$ cat src/rtl/sort_out_drain.sv
// Output drain for a streaming sorter: buffers one sorted frame of N elements,
// hands them to a ready/valid consumer and flags ordering, overflow and framing errors.
module sort_out_drain #(
    parameter int unsigned WIDTH = 8,
    parameter int unsigned N     = 8,
    parameter int unsigned DEPTH = 4
) (
    input  logic             clk,
    input  logic             rst_n,
    input  logic             data_valid_i,
    input  logic [WIDTH-1:0] data_i,
    input  logic             out_ready_i,
    output logic             out_valid_o,
    output logic [WIDTH-1:0] out_data_o,
    output logic             out_last_o,
    output logic             done_o,
    output logic             order_err_o,
    output logic             overflow_o,
    output logic             frame_err_o
);

    localparam int unsigned AW = $clog2(DEPTH);
    localparam int unsigned CW = $clog2(N + 1);

    typedef enum logic [1:0] {IDLE, RUN, FLUSH, DONE} state_t;

    state_t           state_q, state_d;
    logic [WIDTH-1:0] mem [DEPTH];
    logic [AW-1:0]    wr_ptr, rd_ptr;
    logic [AW:0]      count;
    logic [CW-1:0]    in_cnt, out_cnt;
    logic [WIDTH-1:0] prev;
    logic             accept, start, full, pop, push, drop, late;

    assign full        = (count == (AW+1)'(DEPTH));
    assign out_valid_o = (count != '0);
    assign pop         = out_valid_o && out_ready_i;
    assign start       = data_valid_i && (state_q == IDLE);
    assign accept      = data_valid_i && ((state_q == IDLE) || (state_q == RUN));
    assign late        = data_valid_i && ((state_q == FLUSH) || (state_q == DONE));
    // A full buffer still accepts a write when the head leaves in the same cycle.
    assign push        = accept && (!full || pop);
    assign drop        = accept && full && !pop;
    assign out_data_o  = mem[rd_ptr];
    assign out_last_o  = out_valid_o && (in_cnt == CW'(N)) && (count == (AW+1)'(1));
    assign done_o      = (state_q == DONE);

    always_ff @(posedge clk or negedge rst_n) begin
        if (!rst_n) begin
            state_q <= IDLE;
        end else begin
            state_q <= state_d;
        end
    end

    always_comb begin
        state_d = state_q;
        case (state_q)
            IDLE:    if (data_valid_i) state_d = RUN;
            RUN:     if (accept && (in_cnt == CW'(N - 1))) state_d = FLUSH;
            FLUSH:   if (pop && (count == (AW+1)'(1))) state_d = DONE;
            DONE:    state_d = IDLE;
            default: state_d = IDLE;
        endcase
    end

    always_ff @(posedge clk or negedge rst_n) begin
        if (!rst_n) begin
            for (int unsigned i = 0; i < DEPTH; i++) mem[i] <= '0;
            wr_ptr      <= '0;
            rd_ptr      <= '0;
            count       <= '0;
            in_cnt      <= '0;
            out_cnt     <= '0;
            prev        <= '0;
            order_err_o <= 1'b0;
            overflow_o  <= 1'b0;
            frame_err_o <= 1'b0;
        end else begin
            if (push) begin
                mem[wr_ptr] <= data_i;
                wr_ptr      <= wr_ptr + AW'(1);
            end
            if (pop) rd_ptr <= rd_ptr + AW'(1);
            if (push && !pop)      count <= count + (AW+1)'(1);
            else if (!push && pop) count <= count - (AW+1)'(1);
            if (accept) prev <= data_i;

            if (start) begin
                in_cnt      <= CW'(1);
                out_cnt     <= '0;
                order_err_o <= 1'b0;
                overflow_o  <= 1'b0;
                frame_err_o <= 1'b0;
            end else begin
                if (accept) in_cnt <= in_cnt + CW'(1);
                if (pop) out_cnt <= out_cnt + CW'(1);
                if (accept && (data_i > prev)) order_err_o <= 1'b1;
                if (drop) overflow_o <= 1'b1;
                if (late) frame_err_o <= 1'b1;
            end
        end
    end

endmodule

$ cat config.mk
export PLATFORM = sky130hd
export DESIGN_NAME = sort_out_drain
export DESIGN_NICKNAME = d
export VERILOG_FILES = /design/src/rtl/sort_out_drain.sv
export SDC_FILE = /design/constraint.sdc
export NUM_CORES = 1
export LEC_CHECK = 0
export BUFFER_PORTS_ARGS = -buffer_cell sky130_fd_sc_hd__buf_2
export CELL_PAD_IN_SITES_DETAIL_PLACEMENT = 1
export CELL_PAD_IN_SITES_GLOBAL_PLACEMENT = 1
export CORE_MARGIN = 5
export CORE_UTILIZATION = 50
export CTS_BUF_LIST = sky130_fd_sc_hd__clkbuf_16
export CTS_CLUSTER_DIAMETER = 200
export DETAILED_ROUTE_END_ITERATION = 8
export GPL_TIMING_DRIVEN = 0
export MAX_ROUTING_LAYER = met4
export PLACE_DENSITY = 0.89
export SYNTH_ARGS = -nofsm -noshare
export SYNTH_HDL_FRONTEND = slang
export SYNTH_SLANG_ARGS = --single-unit
$ cat constraint.sdc
create_clock -name clk -period 4.4 [get_ports clk]
set_clock_uncertainty 0.05 [all_clocks]
set_input_delay 0.88 -clock clk [delete_from_list [all_inputs] [get_ports clk]]
set_output_delay 0.88 -clock clk [all_outputs]
set_load 0.01 [all_outputs]
### After elaboration in Yosys (flattened, before gate mapping)

Cells that the tools add are included.

* register bits: 56
* output and inout port bits: 14

* add/sub/neg operators: 5
* order comparisons: 4
* bitwise operators: 2
* mux-type cells: 20
* reduce and logical (&&, ||, !) cells: 29
* eq/ne operators: 10

Operator list (number)
* $bwmux 32: 1
* $mux 8: 3
* $bmux 8 s2: 1
* $demux 8 s2: 1
* $logic_and 1x1->1: 15
* $reduce_bool 2->1: 5
* $gt 8x8->1: 1
* $mux 4: 2
* $pmux 2 s4: 1
* $ge 3x3->1 const B: 2
* $mux 1: 6
* $mux 2: 3
* $mux 3: 2
* $not 2->3: 2
* $add 2x1->2 const B: 2
* $add 4x1->4 const B: 1
* $eq 2x2->1 const B: 2
* $eq 4x3->1 const B: 1
* $eq 4x4->1 const B: 1
* $ne 2x1->1 const B: 2
* $add 3x1->3 const B: 1
* $eq 3x1->1 const B: 1
* $eq 3x3->1 const B: 1
* $logic_not 1->1: 3
* 8 further kinds: 10

### Logic depth before layout (Yosys ltp)

Gate-level depths: netlist of run 1.

* depth in word-level cells: 8
* depth in mapped cells: 9
* gate-level depth less buffers: 8

### Least setup slack after synthesis of run 1

Ideal clock, no wire load.

* path kind: input -> register
* from: input out_ready_i
* to: register count[2]
* slack: 2249 ps
* data required time: 4225 ps
* stages: 6
* arrival time: 1976 ps
* cells stage by stage: and3b_4 -> nor2_8 -> ha_1 -> mux2i_1 -> nor2_1 -> xor2_1

* longest elaborated chain between the ends: 6

Ends and longest elaborated chain
* from (decl): line 12 `input logic out_ready_i,`
* $logic_and 1x1->1 *: line 37 `assign pop = out_valid_o && out_ready_i;`
* $logic_or 1x1->1 *: line 42 `assign push = accept && (!full || pop);`
* $logic_and 1x1->1 *: line 42
* net push: line 33 `logic accept, start, full, pop, push, drop, late;`
* $logic_not 1->1: line 86 `else if (!push && pop) count <= count - (AW+1)'(1);`
* $logic_and 1x1->1: line 86
* $reduce_bool 2->1 (no line)
* to (signal assigned): line 85 `if (push && !pop) count <= count + (AW+1)'(1);`
* to (signal assigned): line 86
* to (decl): line 30 `logic [AW:0] count;`

Mark *: on every way through the listed nets, which the timed path passes. The rest lies on a longest branch.
A chain may end at the register's enable or synchronous reset.

### Final worst setup path of run 1

* from: register rd_ptr[0]
* to: output out_data_o[2]

* longest elaborated chain between the ends: 4

Ends and longest elaborated chain
* from (decl): line 29 `logic [AW-1:0] wr_ptr, rd_ptr;`
* from (signal assigned): line 84 `if (pop) rd_ptr <= rd_ptr + AW'(1);`
* $not 2->3 (not written as such): line 44 `assign out_data_o = mem[rd_ptr];`
* $bmux 8 s2: line 44
* $mux 8 (not written as such) (2 in a row): line 44
* to (decl): line 14 `output logic [WIDTH-1:0] out_data_o,`

Every way passes these cells. The select of a mux whose other input is x is not followed.

==> results of run 1 <==
## synth_stat cells (all sizes together)
cell type / instances
nor2b: 1
dfrtp: 56
mux2i: 2
nand3: 3
nand3b: 1
nor3: 1
nand4: 3
xnor2: 4
a21oi: 7
and3b: 1
ha: 24
o22ai: 1
clkbuf: 2
a31oi: 1
nand2b: 2
mux2: 33
o21ai: 15
a221oi: 1
nor2: 6
o311a: 1
o211ai: 1
buf: 4
inv: 16
xor2: 4
mux4: 8
nand2: 21
o21a: 4
## kinds of logic after synthesis
logic type,Yosys count,share of synthesized area
muxes,43,0.229
DFF,56,0.464
AOI/OAI and AO/OA,31,0.0650
adders and majority gates,24,0.0994
xor gates and xnor gates,8,0.0232
buffers and inverters,22,0.0331
and+or+nand+nor,39,0.0862
## how the worst max path moves through the flow
stage / from / to / slack [ns] / cells after the start
5_1_grt: count[0] / out_last_o / 1.68 / 6
3_3_place_gp: out_ready_i / count[2] / 2.04 / 7
6_report: rd_ptr[0] / out_data_o[2] / 1.78 / 3
4_1_cts: rd_ptr[0] / out_data_o[2] / 1.76 / 3
2_1_floorplan: out_ready_i / count[2] / 2.25 / 6
3_5_place_dp: out_ready_i / count[2] / 2.01 / 7
## report_power, final
| group | total (uW) | switching [uW] | internal, uW |
|---|---|---|---|
| sequential | 953 | 178 | 776 |
| combinational | 1310 | 631 | 683 |
| clock | 453 | 185 | 268 |
## stage by stage
stage	power [uW]	worst slack (ns)	util	area, um^2	std cells
2_1_floorplan	1900	2.25	-	3020	223
3_3_place_gp	2150	2.04	0.550	3240	323
3_5_place_dp	2240	2.01	0.550	3240	323
4_1_cts	2750	1.76	0.579	3410	331
5_1_grt	2890	1.68	0.579	3410	331
6_report	2720	1.78	0.579	3410	331
## sequential cells by signal, indices dropped and copies added, names as in the netlist
signal and count:
state_q 2, rd_ptr 2, order_err_o 1, frame_err_o 1, prev 8, mem 32, wr_ptr 2, count 3
overflow_o 1, in_cnt 4
## worst max-delay path, stage by stage (launching register included)
cell	delay, ns
dfrtp_1	0.33
buf_2	0.32
mux4_2	0.58
buf_2	0.16
## layer usage
metal | global-route usage | vias to the layer above | share of wire
met5 | - | - | 0
met4 | 0.0474 | 0 | 0.013
met2 | 0.349 | 34 | 0.52
li1 | - | 844 | -
met1 | 0.235 | 938 | 0.44
met3 | 0.0329 | 8 | 0.028
## cell type report
class | instances | area (um^2)
Buffer | 6 | 40.0
Clock buffer | 5 | 125
Clock inverter | 3 | 42.5
Fill cell | 600 | 2480
Inverter | 16 | 60.1
Multi-Input combinational cell | 145 | 1520
Sequential cell | 56 | 1400
Tap cell | 75 | 93.8
Timing Repair Buffer | 25 | 128
## cells in the final DEF, fill, tap and decap left out, types with 2 or more instances in the layout
cell type	n
dfrtp_1	56
mux2_4	32
buf_2	26
ha_1	24
nand2_1	17
inv_1	16
o21ai_0	9
mux4_2	8
a21oi_1	7
nor2_1	5
o21ai_1	5
clkbuf_16	5
nand2_8	4
xnor2_1	4
xor2_1	4
o21a_1	4
nand3_1	3
nand4_1	3
buf_6	2
clkbuf_1	2
nand2b_1	2
mux2i_1	2
==> summary.txt, run 1 <==
Synth
  – Syn Std Cell Area: between 3000 and 4000 um^2
  – Yosys top cell area share: 0.464
  – Yosys warnings: 0
  – Synth area leader: dfrtp_1
  – Yosys reg bits: 56
  – Top cells by area, synth: dfrtp_1 46%, mux2_4 16%, ha_1 9.9%
  – Netlist cell types: 33
  – Synthesized net count: 259
  – Seq/Total Area, Yosys: 0.464
  – Mapped Avg Cell Area: 13.5 um^2
  – Post-Synthesis Cells: ~220

Timing
  – TNS Setup: 0 ns
  – Peak Freq: around 380 MHz
  – Slew Limit Fails: 0
  – Min cycle time layout: between 2 and 3 ns
  – Final period util: 0.596
  – Headroom to the max-slew limit: 0.519
  – Worst hold slack: roughly 0.46 ns
  – Worst-margin pin slew: 0.721 ns
  – Final Hold Vio Count: 0
  – Final Setup Violations: 0
  – Unrepaired setup endpoints after global routing: false

Hold path
  – WHS Endpoint: frame_err_o
  – Worst Hold Class: register to register
  – Min-delay src: frame_err_o
  – Hold Path Depth: 1

Flow run
  – # Max-Cap Violations: 0

Layout
  – Ant diodes: 0
  – P&R area growth vs syn: 12.9%
  – Final Net Count: 291
  – Layout cells sized above 1: 0.332

Place
  – Final Wtd Congestion: around 0.7
  – Post-DP HPWL: ~4500 um
  – Buffers added on ports: 25

Floorplan
  – Core area: 5890 um^2
  – Chip width: 87.7 um
  – IO Pins: 26
  – Initial Util: 0.513
  – Die height: 87.7 um
  – # rows: 28
  – Die area: 7690 um^2

Setup path
  – Worst-case reg-to-reg path depth: 9
  – WP data required: 3.47 ns
  – R2R Path End: count[2]
  – CP Data Arrival Time: 1.69 ns
  – Worst reg2reg startpoint: state_q[0]
  – R2R Setup Slk: 2.25 ns
  – Critical Path Sink Type: primary output
  – Worst setup SP type: register
  – Crit Path Class: register to primary output
  – Max Fanout on Critical Path: 10

Drt
  – DRT iter0 DRCs: 70
  – Post-DRT Antenna Nets: 0
  – Vias/cell: roughly 5.5
  – Via Count: 1824
  – DR pass1 iterations: 4
  – DRC: 0
  – Routed len/inst: 20.5 um
  – Drt total wl: around 6800 um

Outcome
  – Status: complete, no violations

Clock tree
  – Worst-Skew Late Latency: between 0.2 and 0.3 ns
  – Clock sinks: 56
  – Cts hold-fix bufs: 0
  – Worst-path clk slew: 0.07 ns
  – Setup bufs post-CTS: 0
  – CTS buffer count: 5
  – CTS Root Cell: clkbuf_16
  – CTS H-tree depth: 2
  – CTS tree: done
  – Max Buffers Root-to-Sink: 2
  – Post-cts sizing count: 0

GRT
  – First-pass GRT wire length: 11200 um
  – Initial antenna violation count: 0
  – Total GRT Usage: 0.198
  – Total grt overflow: 0
  – Largest net degree at the start of global routing: 57
  – Vias in the first global route: 2098

Pwr
  – Leakage: roughly 0.0017 uW
  – Worst VDD drop: 350 uV
  – PwrDens: 798 nW/um^2
Note: power is estimated with default switching activity, not from simulation.
==> run 2: changes to the inputs <==
CORE_UTILIZATION = 44   (was 50)
PLACE_DENSITY = 0.84   (was 0.89)
clock period = 2.15 ns   (was 4.4 ns; I/O delays follow)
==> summary.txt, run 2 (synthesis gave the netlist of run 1 again) <==
Outcome
  – Status: complete, no violations (unchanged)

Setup path
  – Crit Path Class: register to primary output (unchanged)
  – Critical Path Sink Type: primary output (unchanged)
  – R2R Path End: mem[22] (was count[2])
  – CP Data Arrival Time: 1.55 ns (was 1.69 ns)
  – R2R Setup Slk: 0.21 ns (was 2.25 ns)
  – Critical Path End: out_data_o[7] (was out_data_o[2])
  – Max Fanout on Critical Path: 10 (unchanged)
  – CP startpoint: rd_ptr[0] (unchanged)
  – Worst reg2reg startpoint: state_q[0] (unchanged)
  – Worst-case reg-to-reg path depth: 8 (was 9)
  – WP data required: 1.67 ns (was 3.47 ns)
  – Worst setup SP type: register (unchanged)

Layout
  – Layout cells sized above 1: 0.345 (was 0.332)
  – P&R area growth vs syn: 13.7% (was 12.9%)
  – Most common cell after layout, fill and taps aside: dfrtp_1 (unchanged)
  – Largest registers: mem (32), prev (8), in_cnt (4) (unchanged)
  – Finished Layout Cells: 338 (was 331)
  – Number of flip-flops in the largest register: 32 (unchanged)
  – Most frequent cells in the layout: 56 x dfrtp_1, 32 x mux2_4, 25 x buf_2, 24 x ha_1, 17 x nand2_1 (was 56 x dfrtp_1, 32 x mux2_4, 26 x buf_2, 24 x ha_1, 17 x nand2_1)
  – Final core utilization: 0.511 (was 0.579)
  – Ant diodes: 0 (unchanged)
  – Final Instance Area: 3430 um^2 (was 3410 um^2)
  – Final Net Count: 293 (was 291)
  – Reg with most FFs: mem (unchanged)

GRT
  – Total grt overflow: 0 (unchanged)
  – Largest net degree at the start of global routing: 57 (unchanged)
  – Met3 global-route usage: 0.0333 (was 0.0329)
  – GRT busiest layer: met2 (unchanged)
  – Met1 Usage GRT: 0.195 (was 0.235)
  – Initial antenna violation count: 0 (unchanged)
  – Met2 Use GR: 0.254 (was 0.349)
  – First-pass GRT wire length: 10100 um (was 11200 um)
  – Vias in the first global route: 2030 (was 2098)
  – Total GRT Usage: 0.153 (was 0.198)

Drt
  – Via Count: 1808 (was 1824)
  – Post-DRT Antenna Nets: 0 (unchanged)
  – DR pass1 iterations: 4 (unchanged)
  – Drt total wl: 6060 um (was 6780 um)
  – Routed len/inst: 17.9 um (was 20.5 um)
  – DRC: 0 (unchanged)
  – DRT iter0 DRCs: 47 (was 70)
  – Vias/cell: 5.35 (was 5.51)

Clock tree
  – Clock sinks: 56 (unchanged)
  – Worst-path clk slew: 0.08 ns (was 0.07 ns)
  – Worst-Skew Late Latency: 0.29 ns (about the same)
  – CTS Root Cell: clkbuf_16 (unchanged)
  – CTS tree: done (unchanged)
  – Max Buffers Root-to-Sink: 2 (unchanged)
  – CTS buffer count: 5 (unchanged)
  – CTS H-tree depth: 2 (unchanged)

Pwr
  – Seq pwr share: 0.361 (was 0.350)
  – Total chip power: 5410 uW (was 2720 uW)
  – PwrDens: 1570 nW/um^2 (was 798 nW/um^2)
  – Worst VDD drop: 622 uV (was 350 uV)
  – Comb pwr share: 0.485 (was 0.483)
  – Clock power frac: 0.153 (was 0.167)
  – Internal power: 3460 uW (was 1730 uW)
  – Switching Share: 0.359 (was 0.365)
  – Leakage: 0.00167 uW (was 0.00166 uW)
  – Switching power: 1940 uW (was 994 uW)

Timing
  – Unrepaired setup endpoints after global routing: false (unchanged)
  – Worst hold slack: 0.130 ns (was 0.463 ns)
  – Min cycle time layout: around 2.0 ns
  – Slew Limit Fails: 0 (unchanged)
  – Headroom to the max-slew limit: 0.517 (was 0.519)
  – Worst-margin pin slew: 0.725 ns (was 0.721 ns)
  – Final period util: 0.943
  – Final Setup Violations: 0 (unchanged)
  – Final Hold Vio Count: 0 (unchanged)
  – Peak Freq: 493 MHz

Floorplan
  – Initial Util: 0.450 (was 0.513)
  – Die height: 92.9 um (was 87.7 um)
  – Die area: 8620 um^2 (was 7690 um^2)
  – IO Pins: 26 (unchanged)
  – Core area: 6720 um^2 (was 5890 um^2)
  – # rows: 30 (was 28)
  – Chip width: 92.9 um (was 87.7 um)

Place
  – Placed cell area: 3250 um^2 (was 3240 um^2)
  – Final Wtd Congestion: 0.711 (was 0.702)
  – Cells after DPL: 328 (was 323)
  – Post-DP HPWL: 4250 um (was 4490 um)
  – Buffers added on ports: 25 (unchanged)

Hold path
  – Worst Hold Class: input port to async pin (was register to register)

Flow run
  – # Max-Cap Violations: 0 (unchanged)
==> run 2: cell types whose count changed in the layout (fill, tap and decap cells not counted) <==
cell	delta
buf_4	+3
buf_12	+1
buf_2	-1
bufinv_16	-1
clkbuf_1	-1
clkinv_4	+1
clkinvlp_4	-1
inv_6	+1
nor3_1	-1
nor3_2	+1
==> run 2: final cells by class <==
| cell class | count | area, um^2 |
|---|---|---|
| Fill cell | 676 | 3280 |
| Multi-Input combinational cell | 145 | 1520 |
| Sequential cell | 56 | 1400 |
| Timing Repair Buffer | 28 | 163 |
| Clock buffer | 5 | 125 |
| Tap cell | 80 | 100 |
| Inverter | 16 | 60.1 |
| Buffer | 5 | 38.8 |
| Clock inverter | 3 | 22.5 |
==> run 2: power groups by stage <==
stage / clock network (uW) / registers, uW / logic (uW)
floorplan: 0 / 1820 / 2060
global placement: 0 / 1880 / 2520
detailed placement: 0 / 1930 / 2630
CTS: 846 / 1950 / 2640
global route: 892 / 2020 / 2900
finish: 830 / 1950 / 2620
==> run 2: worst min path at each step <==
stage / start / endpoint / slack [ns] / cells past startpoint
after floorplan: rst_n / count[0] / 0.08 / 0
final: rst_n / mem[0] / 0.13 / 1
after detailed placement: prev[0] / prev[0] / 0.43 / 2
after global routing: rst_n / mem[8] / 0.21 / 1
after CTS: data_i[6] / prev[6] / 0.38 / 3
after global placement: prev[0] / prev[0] / 0.42 / 2
==> run 2: timing repair <==
| action | CTS | global route |
|---|---|---|
| pin swaps | 1 | 0 |
| hold buffers | 0 | 0 |
| resized for setup | 1 | 1 |
| endpoints found under the setup margin | 9 | 1 |
| setup buffers | 1 | 2 |
==> run 2: critical path, stage by stage (launching register included) <==
cell     delay [ns]
dfrtp_1        0.32
buf_4          0.23
mux4_2         0.54
buf_2          0.16
==> run 2: stage by stage <==
| step | TNS (ns) | worst slack [ns] |
|---|---|---|
| global placement | 0 | 0.0590 |
| detailed placement | -0.0236 | -0.0236 |
| finish | 0 | 0.122 |
| floorplan | 0 | 0.198 |
| CTS | 0 | 0.0589 |
| global route | 0 | 0.00797 |
==> run 2: layer usage <==
layer / vias to the layer above / share of wire
met2: 22 / 0.50
met1: 936 / 0.46
met3: 4 / 0.031
met5: - / 0
met4: 0 / 0.0094
li1: 846 / -
==> run 3: changes to the inputs <==
ABC_AREA = 1   (was not set)
CORE_UTILIZATION = 41   (was 44)
PLACE_DENSITY = 0.85   (was 0.84)
RECOVER_POWER = 100   (was not set)
==> summary.txt, run 3 <==
Hold path
  – Worst Hold Class: input port to register (was input port to async pin)
  – Min-delay src: data_i[2]
  – WHS Endpoint: prev[2]
  – Hold Path Depth: 3

GRT
  – Total grt overflow: 0 (unchanged)
  – Initial antenna violation count: 0 (unchanged)
  – Vias in the first global route: 2637 (was 2030)
  – Total GRT Usage: 0.197 (was 0.153)
  – First-pass GRT wire length: 13300 um (was 10100 um)
  – Largest net degree at the start of global routing: 57 (unchanged)

Drt
  – Vias/cell: 5.26 (was 5.35)
  – Drt total wl: 7910 um (was 6060 um)
  – DRC: 0 (unchanged)
  – Routed len/inst: 17.4 um (was 17.9 um)
  – Post-DRT Antenna Nets: 0 (unchanged)
  – DR pass1 iterations: 5 (was 4)
  – DRT iter0 DRCs: 110 (was 47)
  – Via Count: 2386 (was 1808)

Synth
  – Commonest cells in the netlist: 61 x nand2_1, 56 x dfrtp_1, 36 x inv_1, 32 x o21ai_0, 32 x o21ai_1 (was 56 x dfrtp_1, 32 x mux2_4, 24 x ha_1, 17 x nand2_1, 16 x inv_1)
  – Seq/Total Area, Yosys: 0.488 (was 0.464)
  – Post-synth EDFFs: 0 (unchanged)
  – Yosys reg bits: 56 (unchanged)
  – Yosys warnings: 0 (unchanged)
  – Mapped Avg Cell Area: 8.87 um^2 (was 13.5 um^2)
  – Most frequent cell after synthesis: nand2_1 (was dfrtp_1)
  – Netlist cell types: 25 (was 33)
  – Synth area leader: dfrtp_1 (unchanged)
  – Share of flip-flops with an asynchronous set or reset: 1.00 (unchanged)
  – Synthesized net count: 360 (was 259)
  – Top cells by area, synth: dfrtp_1 49%, ha_1 10%, nand2_1 8.0% (was dfrtp_1 46%, mux2_4 16%, ha_1 9.9%)
  – Yosys top cell area share: 0.488 (was 0.464)
  – Post-Synthesis Cells: 324 (was 223)
  – Primary FF master, synth: dfrtp_1 (unchanged)
  – Syn Std Cell Area: 2870 um^2 (was 3020 um^2)

Setup path
  – Cell family with most CP delay: simple AND/OR/NAND/NOR gates (was multiplexers)
  – CP Data Arrival Time: 2.18 ns (was 1.55 ns)
  – Worst setup SP type: register (unchanged)
  – Worst reg2reg startpoint: state_q[0] (unchanged)
  – WP data required: 2.29 ns (was 1.67 ns)
  – Max incr delay on CP: 0.39 ns (was 0.54 ns)
  – CP most frequent cell: nand2_4
  – CP Buf/Inv Count: 3 (was 2)
  – R2R Path End: count[2] (was mem[22])
  – CP cell instances: buf_4 -> ha_1 -> nand2_1 -> nand2_4 -> nand2_4 -> inv_6 -> ha_4 -> nor2_1 -> nor2_2 -> o21ai_0 -> xor2_1 -> inv_1 (was buf_4 -> mux4_2 -> buf_2)
  – CP max stage cell: dfrtp_1 (was mux4_2)
  – Max Fanout on Critical Path: 7 (was 10)
  – Critical Path Sink Type: register (was primary output)
  – R2R Setup Slk: 0.12 ns (was 0.21 ns)
  – Crit Path Class: register to register (was register to primary output)
  – Worst-case reg-to-reg path depth: 12 (was 8)

Timing
  – Final Setup Violations: 0 (unchanged)
  – Unrepaired setup endpoints after global routing: false (unchanged)
  – Min cycle time layout: 2.03 ns (about the same)
  – Final Hold Vio Count: 0 (unchanged)
  – Worst-margin pin slew: 1.40 ns (was 0.725 ns)
  – Slew Limit Fails: 0 (unchanged)
  – Peak Freq: 492 MHz (was 493 MHz)
  – Headroom to the max-slew limit: 0.0667 (was 0.517)
  – Final period util: 0.945 (was 0.943)
  – TNS Setup: 0 ns (unchanged)

Floorplan
  – Die height: 93.7 um (was 92.9 um)
  – Core area: 6790 um^2 (was 6720 um^2)
  – # rows: 30 (unchanged)
  – IO Pins: 26 (unchanged)
  – Initial Util: 0.423 (was 0.450)
  – Die area: 8780 um^2 (was 8620 um^2)
  – Chip width: 93.7 um (was 92.9 um)

Layout
  – Most common cell after layout, fill and taps aside: nand2_1 (was dfrtp_1)
  – P&R area growth vs syn: 15.5% (was 13.7%)
  – Most frequent cells in the layout: 63 x nand2_1, 55 x dfrtp_1, 50 x o21ai_0, 32 x inv_1, 29 x nor2_1 (was 56 x dfrtp_1, 32 x mux2_4, 25 x buf_2, 24 x ha_1, 17 x nand2_1)
  – Number of flip-flops in the largest register: 32 (unchanged)
  – Reg with most FFs: mem (unchanged)
  – Ant diodes: 0 (unchanged)
  – Final core utilization: 0.489 (was 0.511)
  – Largest registers: mem (32), prev (8), in_cnt (4) (unchanged)
  – Final Net Count: 393 (was 293)
  – Layout cells sized above 1: 0.154 (was 0.345)

Pwr
  – Leakage: 0.00166 uW (was 0.00167 uW)
  – PwrDens: 1640 nW/um^2 (was 1570 nW/um^2)
  – Worst VDD drop: 535 uV (was 622 uV)
  – Total chip power: 5460 uW (was 5410 uW)
  – Switching Share: 0.422 (was 0.359)
  – Comb pwr share: 0.456 (was 0.485)
  – Clock power frac: 0.196 (was 0.153)
  – Internal power: 3160 uW (was 3460 uW)
  – Seq pwr share: 0.348 (was 0.361)
  – Switching power: 2300 uW (was 1940 uW)

Clock tree
  – Clock sinks: 56 (unchanged)
  – CTS H-tree depth: 2 (unchanged)
  – Worst-Skew Late Latency: 0.30 ns (was 0.29 ns)
  – CTS tree: done (unchanged)
  – Worst-path clk slew: 0.08 ns (about the same)
  – Cts hold-fix bufs: 0 (unchanged)
  – CTS buffer count: 5 (unchanged)
  – Max Buffers Root-to-Sink: 2 (unchanged)
  – CTS Root Cell: clkbuf_16 (unchanged)

Place
  – Final Wtd Congestion: 0.799 (was 0.711)
  – Post-DP HPWL: 5150 um (was 4250 um)
  – Buffers added on ports: 25 (unchanged)

Flow run
  – # Max-Cap Violations: 0 (unchanged)

Outcome
  – Status: complete, no violations (unchanged)
run 3: timing repair:
action                                  in CTS  in global routing
pin swaps                                    0                  1
gates resized for setup                     12                  7
endpoints found under the setup margin       9                  9
setup buffers                                1                  2
run 3: worst max-delay path by stage:
stage,from,endpoint,depth (start not counted)
6_report,state_q[0],count[2],12
3_3_place_gp,rd_ptr[0],out_data_o[2],6
5_1_grt,rd_ptr[1],out_data_o[5],4
2_1_floorplan,count[0],count[2],12
4_1_cts,state_q[1],count[2],11
3_5_place_dp,count[0],count[2],12
run 3: final cells by class:
| cell class | instances | area [um^2] |
|---|---|---|
| buffer | 8 | 41.3 |
| clock inverter | 3 | 68.8 |
| sequential | 56 | 1400 |
| timing repair buffer | 28 | 139 |
| multi-input combinational | 220 | 1270 |
| inverter | 38 | 150 |
| fill | 806 | 3470 |
| clock buffer | 5 | 125 |
| tap | 96 | 120 |
run 3: stage by stage:
stage                     std cells  hold slack, ns  setup WS, ns  area (um^2)
after floorplan                 324          0.0844         0.201         2870
after global placement          445           0.412       -0.0397         3120
after detailed placement        445           0.421        -0.130         3120
after CTS                       453           0.325        0.0197         3350
after global routing            454           0.351       0.00597         3320
final                           454           0.328         0.119         3320
run 3: layer usage:
| metal | up-vias | track usage | routed length (um) |
|---|---|---|---|
| met5 | - | - | 0 |
| met1 | 1206 | 0.232 | 3460 |
| li1 | 1114 | - | - |
| met2 | 45 | 0.336 | 4030 |
| met3 | 21 | 0.0417 | 242 |
| met4 | 0 | 0.0662 | 178 |
run 3: power by group through the flow:
stage / Combinational, uW / Sequential [uW] / Clock [uW]
6_report: 2490 / 1900 / 1070
5_1_grt: 2830 / 1950 / 1130
4_1_cts: 2580 / 1860 / 1080
3_5_place_dp: 2450 / 1840 / 0
3_3_place_gp: 2300 / 1800 / 0
2_1_floorplan: 1720 / 1770 / 0
run 3: tightest hold or removal path, stage by stage:
cell     delay, ns
buf_2         0.11
nand2_1       0.05
o21ai_0       0.06
run 3: kinds of logic after synthesis:
kind of cell,count (synthesis),synth area share
adder cells (fa/ha/maj),24,0.104
XOR/XNOR,5,0.0152
buffers and inverters,48,0.0753
flip-flops,56,0.488
AND/OR/NAND/NOR,108,0.166
AO/OA/AOI/OAI,83,0.151
